File: config.mk
export PLATFORM = sky130hd
export DESIGN_NAME = stream_demux_1to2
export DESIGN_NICKNAME = d
export VERILOG_FILES = /design/src/rtl/stream_demux_1to2.sv
export SDC_FILE = /design/constraint.sdc
export NUM_CORES = 1
export LEC_CHECK = 0
export CAP_MARGIN = 40
export CORE_MARGIN = 4
export CORE_UTILIZATION = 41
export CTS_CLUSTER_SIZE = 14
export DETAILED_ROUTE_END_ITERATION = 8
export PLACE_DENSITY = 0.75
export SLEW_MARGIN = 20
export SYNTH_ARGS = -nofsm -noshare
export SYNTH_HDL_FRONTEND = slang
export SYNTH_SLANG_ARGS = --single-unit
File: constraint.sdc
create_clock -name clk -period 1.5 [get_ports clk]
set_input_delay 0.375 -clock clk [delete_from_list [all_inputs] [get_ports clk]]
set_output_delay 0.375 -clock clk [all_outputs]
set_load 0.03 [all_outputs]
File: src/rtl/stream_demux_1to2.sv
// Packet-aware 1-to-2 stream demultiplexer.
// The first beat of a packet picks the destination from s_sel. That route is
// held until the s_last beat has been accepted. Each output port has a single
// register stage, so a stalled consumer blocks the source only while its port
// is the current target.
module stream_demux_1to2 #(
  parameter int DATA_W    = 8,
  parameter int PKT_CNT_W = 8
) (
  input  logic                 clk,
  input  logic                 rst_n,
  input  logic                 s_valid,
  output logic                 s_ready,
  input  logic [DATA_W-1:0]    s_data,
  input  logic                 s_last,
  input  logic                 s_sel,
  output logic                 m0_valid,
  input  logic                 m0_ready,
  output logic [DATA_W-1:0]    m0_data,
  output logic                 m0_last,
  output logic                 m1_valid,
  input  logic                 m1_ready,
  output logic [DATA_W-1:0]    m1_data,
  output logic                 m1_last,
  output logic [PKT_CNT_W-1:0] pkt_cnt0,
  output logic [PKT_CNT_W-1:0] pkt_cnt1
);

  typedef enum logic [1:0] {
    IDLE  = 2'd0,
    LOCK0 = 2'd1,
    LOCK1 = 2'd2
  } state_t;

  state_t state;
  logic   tgt;
  logic   free0;
  logic   free1;
  logic   acc;
  logic   load0;
  logic   load1;

  // Route selection and input handshake. s_ready never looks at s_valid.
  always_comb begin
    // NOTE: every always_comb output gets a default first, so no path can infer a latch.
    tgt = 1'b0;
    unique case (state)
      IDLE:    tgt = s_sel;
      LOCK0:   tgt = 1'b0;
      LOCK1:   tgt = 1'b1;
      default: tgt = 1'b0;
    endcase
    free0   = !m0_valid || m0_ready;
    free1   = !m1_valid || m1_ready;
    s_ready = tgt ? free1 : free0;
    acc     = s_valid && s_ready;
    load0   = acc && !tgt;
    load1   = acc && tgt;
  end

  // Route-lock FSM: the lock opens on a non-last first beat and closes on the last beat.
  always_ff @(posedge clk or negedge rst_n) begin
    // NOTE: sequential state uses non-blocking assignments only, so every register samples pre-edge values.
    if (!rst_n) begin
      state <= IDLE;
    end else if (acc) begin
      unique case (state)
        IDLE:    if (!s_last) state <= s_sel ? LOCK1 : LOCK0;
        LOCK0,
        LOCK1:   if (s_last) state <= IDLE;
        default: state <= IDLE;
      endcase
    end
  end

  // Port 0 output register. It reloads on the same edge it drains, which gives full throughput.
  always_ff @(posedge clk or negedge rst_n) begin
    if (!rst_n) begin
      m0_valid <= 1'b0;
      m0_data  <= '0;
      m0_last  <= 1'b0;
    end else if (load0) begin
      m0_valid <= 1'b1;
      m0_data  <= s_data;
      m0_last  <= s_last;
    end else if (m0_ready) begin
      m0_valid <= 1'b0;
    end
  end

  // Port 1 output register. It mirrors port 0 and is fully independent of it.
  always_ff @(posedge clk or negedge rst_n) begin
    if (!rst_n) begin
      m1_valid <= 1'b0;
      m1_data  <= '0;
      m1_last  <= 1'b0;
    end else if (load1) begin
      m1_valid <= 1'b1;
      m1_data  <= s_data;
      m1_last  <= s_last;
    end else if (m1_ready) begin
      m1_valid <= 1'b0;
    end
  end

  // Completed-packet counters. They bump on each accepted last beat and wrap naturally.
  always_ff @(posedge clk or negedge rst_n) begin
    if (!rst_n) begin
      pkt_cnt0 <= '0;
      pkt_cnt1 <= '0;
    end else begin
      if (load0 && s_last) pkt_cnt0 <= pkt_cnt0 + 1'b1;
      if (load1 && s_last) pkt_cnt1 <= pkt_cnt1 + 1'b1;
    end
  end

endmodule
---- Word level (Yosys, flattened, before mapping) ----
Index checks and enable logic that the tools add are counted.
word-level totals
  output and inout port bits .............. 37
  flip-flop bits (word level) ............. 38
  input port bits ......................... 15
operators by class
  reduce and logical (&&, ||, !) cells .... 15
  $add $sub $neg .......................... 2
  equality and inequality tests ........... 4
  muxes and demuxes ....................... 10
operators by type and width
  cell                 number
  $add 8x1->8 const B  2
  $mux 2               3
  $logic_and 1x1->1    5
  $mux 1               5
  $ne 2x2->1 const B   2
  $pmux 2 s2           1
  $reduce_bool 2->1    2
  $logic_not 1->1      3
  $reduce_and 3->1     1
  $eq 2x1->1 const B   1
  $eq 2x2->1 const B   1
  $logic_not 2->1      1
  $logic_or 1x1->1     2
  $pmux 1 s2           1
  $reduce_or 2->1      1

---- Depth between registers and ports, before layout ----
  depth in word-level cells ............... 6
  gate-level depth with buffers ........... 6

---- Worst setup path after synthesis ----
Ideal clock, no wire load.
  kind .................................... register to output
  start point ............................. register state[1]
  end point ............................... output s_ready
  buffers on the path ..................... 0
  arrival time ............................ 1284 ps
  cell stages (with the launch flop) ...... 6
  path slack .............................. -159 ps
  cell sequence ........................... dfrtp_1 -> inv_1 -> ha_1 -> a21o_2 -> mux2i_1 -> inv_1
between the ends
  cells in the longest elaborated chain, start to end .. 3
  elaborated cells between the ends (all ways) .. 4
  classes of those cells .................. eq/ne: 1; mux: 2; reduce/logical: 1
RTL lines
  item                                           line  text
  start: declaration                             35    state_t state;
  start signal: assignment                       68    IDLE: if (!s_last) state <= s_sel ? LOCK1 : LOCK0;
  $eq 2x2->1 or $logic_not 2->1 (tied branches)  47    unique case (state)
  $pmux 1 s2 (*)                                 47
  $mux 1 (*)                                     55    s_ready = tgt ? free1 : free0;
  end: declaration                               13    output logic s_ready,
Mark *: on every way between the ends. The rest lies on a longest branch, timed or not.

---- Worst setup path in the final report ----
Ends and elaborated chain as after synthesis.

==> flow_summary.json <==
{
  "status": "complete, but fails checks",
  "violations": "setup timing",
  "synthXorXnorAreaFrac_pct": 7.34,
  "syn_area_mm2": 0.00167,
  "core_mm2": 0.00380,
  "cap_violations": 0,
  "cp_cell_sequence": "inv_2 -> ha_4 -> a21o_4 -> mux2i_4 -> inv_2 -> buf_6",
  "wl_per_cell_um": 15.8,
  "path_buf_inv": 3,
  "regArea_um2": 951,
  "swShare_pct": 41.2,
  "cts-root-buf": "clkbuf_8",
  "synth_mux_area_share_pct": 12.6,
  "synth_top_family_by_area": "simple AND/OR/NAND/NOR gates",
  "grt_max_degree": 17,
  "rr_endpoint": "pkt_cnt0[3]$_DFFE_PN0P_",
  "synth_fp_nets": 150,
  "cpMaxStageDelayCell": "dfrtp_1",
  "path_clk_slew_ns": 0.07,
  "layout_setup_ws_ns": -0.405,
  "final_cell_mix": "dfrtp_1, dlygate4sd2_1, buf_4, nand2_1, clkdlybuf4s50_1",
  "multi_input_area_um2": 887,
  "synth_compound_area_share_pct": 3.07,
  "num-nets-final": 245,
  "cts-buffers-inserted": 5,
  "yosysTopAreaCell": "dfrtp_1",
  "crit_type": "flip-flop to output pin",
  "critPathCapture": "s_ready",
  "leakage_nw": 1.39,
  "power.switching_mw": 2.49,
  "place_hpwl_mm": 2.92,
  "rsz0062_at_grt": "yes",
  "drtPass1Iterations": 4,
  "ys_seq_elements": 38,
  "route.vias.total": 1372,
  "power.density_mw_per_mm2": 2160,
  "yosysWarnings": 0,
  "seq_power_share_pct": 27.9,
  "yosys.area.top_type_share_pct": 56.9,
  "tightest_slew_ns": 0.428,
  "fin_area_mm2": 0.00280,
  "areaGrowthSynthToFinish_pct": 67.6,
  "fp-row-count": 22,
  "yosysSeqAreaShare_pct": 56.9,
  "crit_family": "flip-flops",
  "cts_tree": "done",
  "avgSynthCellArea_um2": 12.8,
  "final_common_cell": "dfrtp_1",
  "synth_cell_type_count": 24,
  "grt_use_total_pct": 18.2,
  "synth_fa_ha_area_share_pct": 3.00,
  "pwr-share-clk_pct": 14.5,
  "antenna_found_initial": 0,
  "worst-path-stages": 6,
  "r2r_start": "state[1]$_DFFE_PN0P_",
  "slew_headroom_pct": 71.5,
  "final_antenna_net_count": 0,
  "die_h_um": 71.8,
  "drive_gt1_share_pct": 40.3,
  "placed_area_mm2": 0.00247,
  "cp_slowest_stage_delay_ns": 0.43,
  "rrSetupSlack_ns": -0.32,
  "fill_cells": 266,
  "viasPerCell": 5.01,
  "ctsHoldBuffers": 0,
  "gr-total-overflow": 0,
  "die_area_mm2": 0.00516,
  "finalCritPeriodShare_pct": 127,
  "cts.sinks": 38,
  "fmaxAchievable_ghz": 0.525,
  "grt_first_pass_wirelength_mm": 7.16,
  "cp.arrival_ns": 1.53,
  "ios": 52,
  "grt_pass1_vias": 1496,
  "path_common_cell": "inv_2",
  "crit_fanout": 3,
  "power.internal_mw": 3.56,
  "fin_crit_ns": 1.91,
  "wl_mm": 4.32,
  "startpoint_type": "flip-flop",
  "clk_latency_ns": 0.29,
  "drc": 0,
  "first_iter_violations": 79,
  "gp_congestion": 0.824,
  "io_buffers": 51,
  "ir_worst_vdd_mv": 1.74,
  "startpoint": "state[1]$_DFFE_PN0P_",
  "setup_violations": 38,
  "end_kind": "output pin",
  "power_frac_comb_pct": 57.5,
  "postSynthCellCount": 131,
  "place_ws_ns": -0.460,
  "synthTopCellsByArea": "dfrtp_1, mux2_2, xnor2_1",
  "yosys.area_share.simple_pct": 15.8,
  "finClkSkew_ns": 0.00549,
  "maxSlewViolCount": 0,
  "h-tree-depth": 2,
  "start_util_pct": 44.0,
  "final_hold_viol_count": 0,
  "required_ns": 1.12,
  "clockBufferDepth": 2,
  "hold_path_class": "primary input to async pin",
  "rr_worst_depth": 8,
  "diodes": 0,
  "die_w_um": 71.8
}
[metal layers]
| layer | up-vias | global-route usage [%] | share of wire, % |
|---|---|---|---|
| met5 | - | 0 | 0 |
| met3 | 11 | 7.57 | 9.0 |
| met2 | 56 | 30.6 | 48 |
| met4 | 0 | 6.47 | 3.1 |
| met1 | 654 | 20.7 | 40 |
| li1 | 651 | - | - |
[through the flow]
| step | total power, mW | TNS (ns) | std cells | hold slack (ns) | util (%) |
|---|---|---|---|---|---|
| detailed placement | 4.83 | -13.64 | 255 | 0.325 | 65.1 |
| floorplan | 3.46 | -0.0593 | 131 | 0.0794 | - |
| CTS | 5.84 | -5.62 | 271 | 0.00626 | 71.3 |
| global route | 6.43 | -9.58 | 274 | 0.0176 | 73.7 |
| global placement | 4.74 | -12.38 | 255 | 0.319 | 65.1 |
| finish | 6.05 | -6.85 | 274 | 0.00538 | 73.7 |
[power groups by stage]
stage / Combinational, mW / Clock [mW] / Sequential [mW]
2_1_floorplan: 0.961 / 0 / 2.50
3_3_place_gp: 3.06 / 0 / 1.68
3_5_place_dp: 3.12 / 0 / 1.71
4_1_cts: 3.26 / 0.898 / 1.69
5_1_grt: 3.74 / 0.949 / 1.74
6_report: 3.48 / 0.879 / 1.69
[flip-flops by register name (all words and copies together), names as in the netlist]
register and cells:
m0_last 1, state 2, m1_data 8, pkt_cnt1 8, m1_last 1, pkt_cnt0 8, m0_valid 1, m1_valid 1
m0_data 8
[Yosys cell counts]
cell type,number
nor3b_2,2
xnor2_1,10
nand4_4,1
nand4_2,1
dfrtp_1,38
nand3_2,2
nor4b_1,1
nor4_2,1
ha_1,4
o21ai_0,4
nor3_1,3
nand2b_1,2
mux2_2,16
nand2_1,22
nand3_1,2
a21oi_4,1
a21o_2,1
buf_2,2
and3_1,1
inv_1,3
mux2i_1,3
xor2_1,4
nand4_1,6
a31oi_1,1
[worst register-to-register path: stages, from the launching register on]
cell and delay, ns:
dfrtp_1 0.43, inv_2 0.07, ha_4 0.16, a21o_4 0.21, buf_4 0.14, buf_6 0.12
nor3b_2 0.27, nand4_1 0.16, xnor2_1 0.15
[worst min path at each step]
stage          start  cells past startpoint                       to
6_report       rst_n                      1  pkt_cnt0[1]$_DFFE_PN0P_
5_1_grt        rst_n                      1  pkt_cnt1[6]$_DFFE_PN0P_
4_1_cts        rst_n                      1  pkt_cnt0[7]$_DFFE_PN0P_
3_5_place_dp   rst_n                      1  pkt_cnt0[4]$_DFFE_PN0P_
3_3_place_gp   rst_n                      1  pkt_cnt0[1]$_DFFE_PN0P_
2_1_floorplan  rst_n                      0   m0_data[0]$_DFFE_PN0P_
[layout make-up]
type                    instances  share of cell area, %
clock buffers                   6                   2.95
clock inverters                 1                   1.07
inverters                       3                  0.402
multi-input cells              89                   31.7
flip-flops and latches         38                   34.0
well taps                      48                   2.14
repair buffers                 89                   27.8
[cells by family (layout without fill, tap and decap cells)]
| family | Yosys count | count (layout) |
|---|---|---|
| AND/OR/NAND/NOR | 44 | 45 |
| flip-flops | 38 | 38 |
| multiplexers | 19 | 19 |
| XOR/XNOR | 14 | 14 |
| AO/OA/AOI/OAI | 7 | 7 |
| buffers and inverters | 5 | 99 |
| adder cells (fa/ha/maj) | 4 | 4 |
[timing repair]
action | 4_1_cts | 5_1_grt
endpoints found under the hold margin | 0 | 0
pin swaps | 18 | 8
setup endpoints to repair | 65 | 42
buffers inserted | 8 | 3
gates resized for setup | 60 | 17
cloned | 1 | 0
No activity file was read; power rests on OpenSTA's default activity.
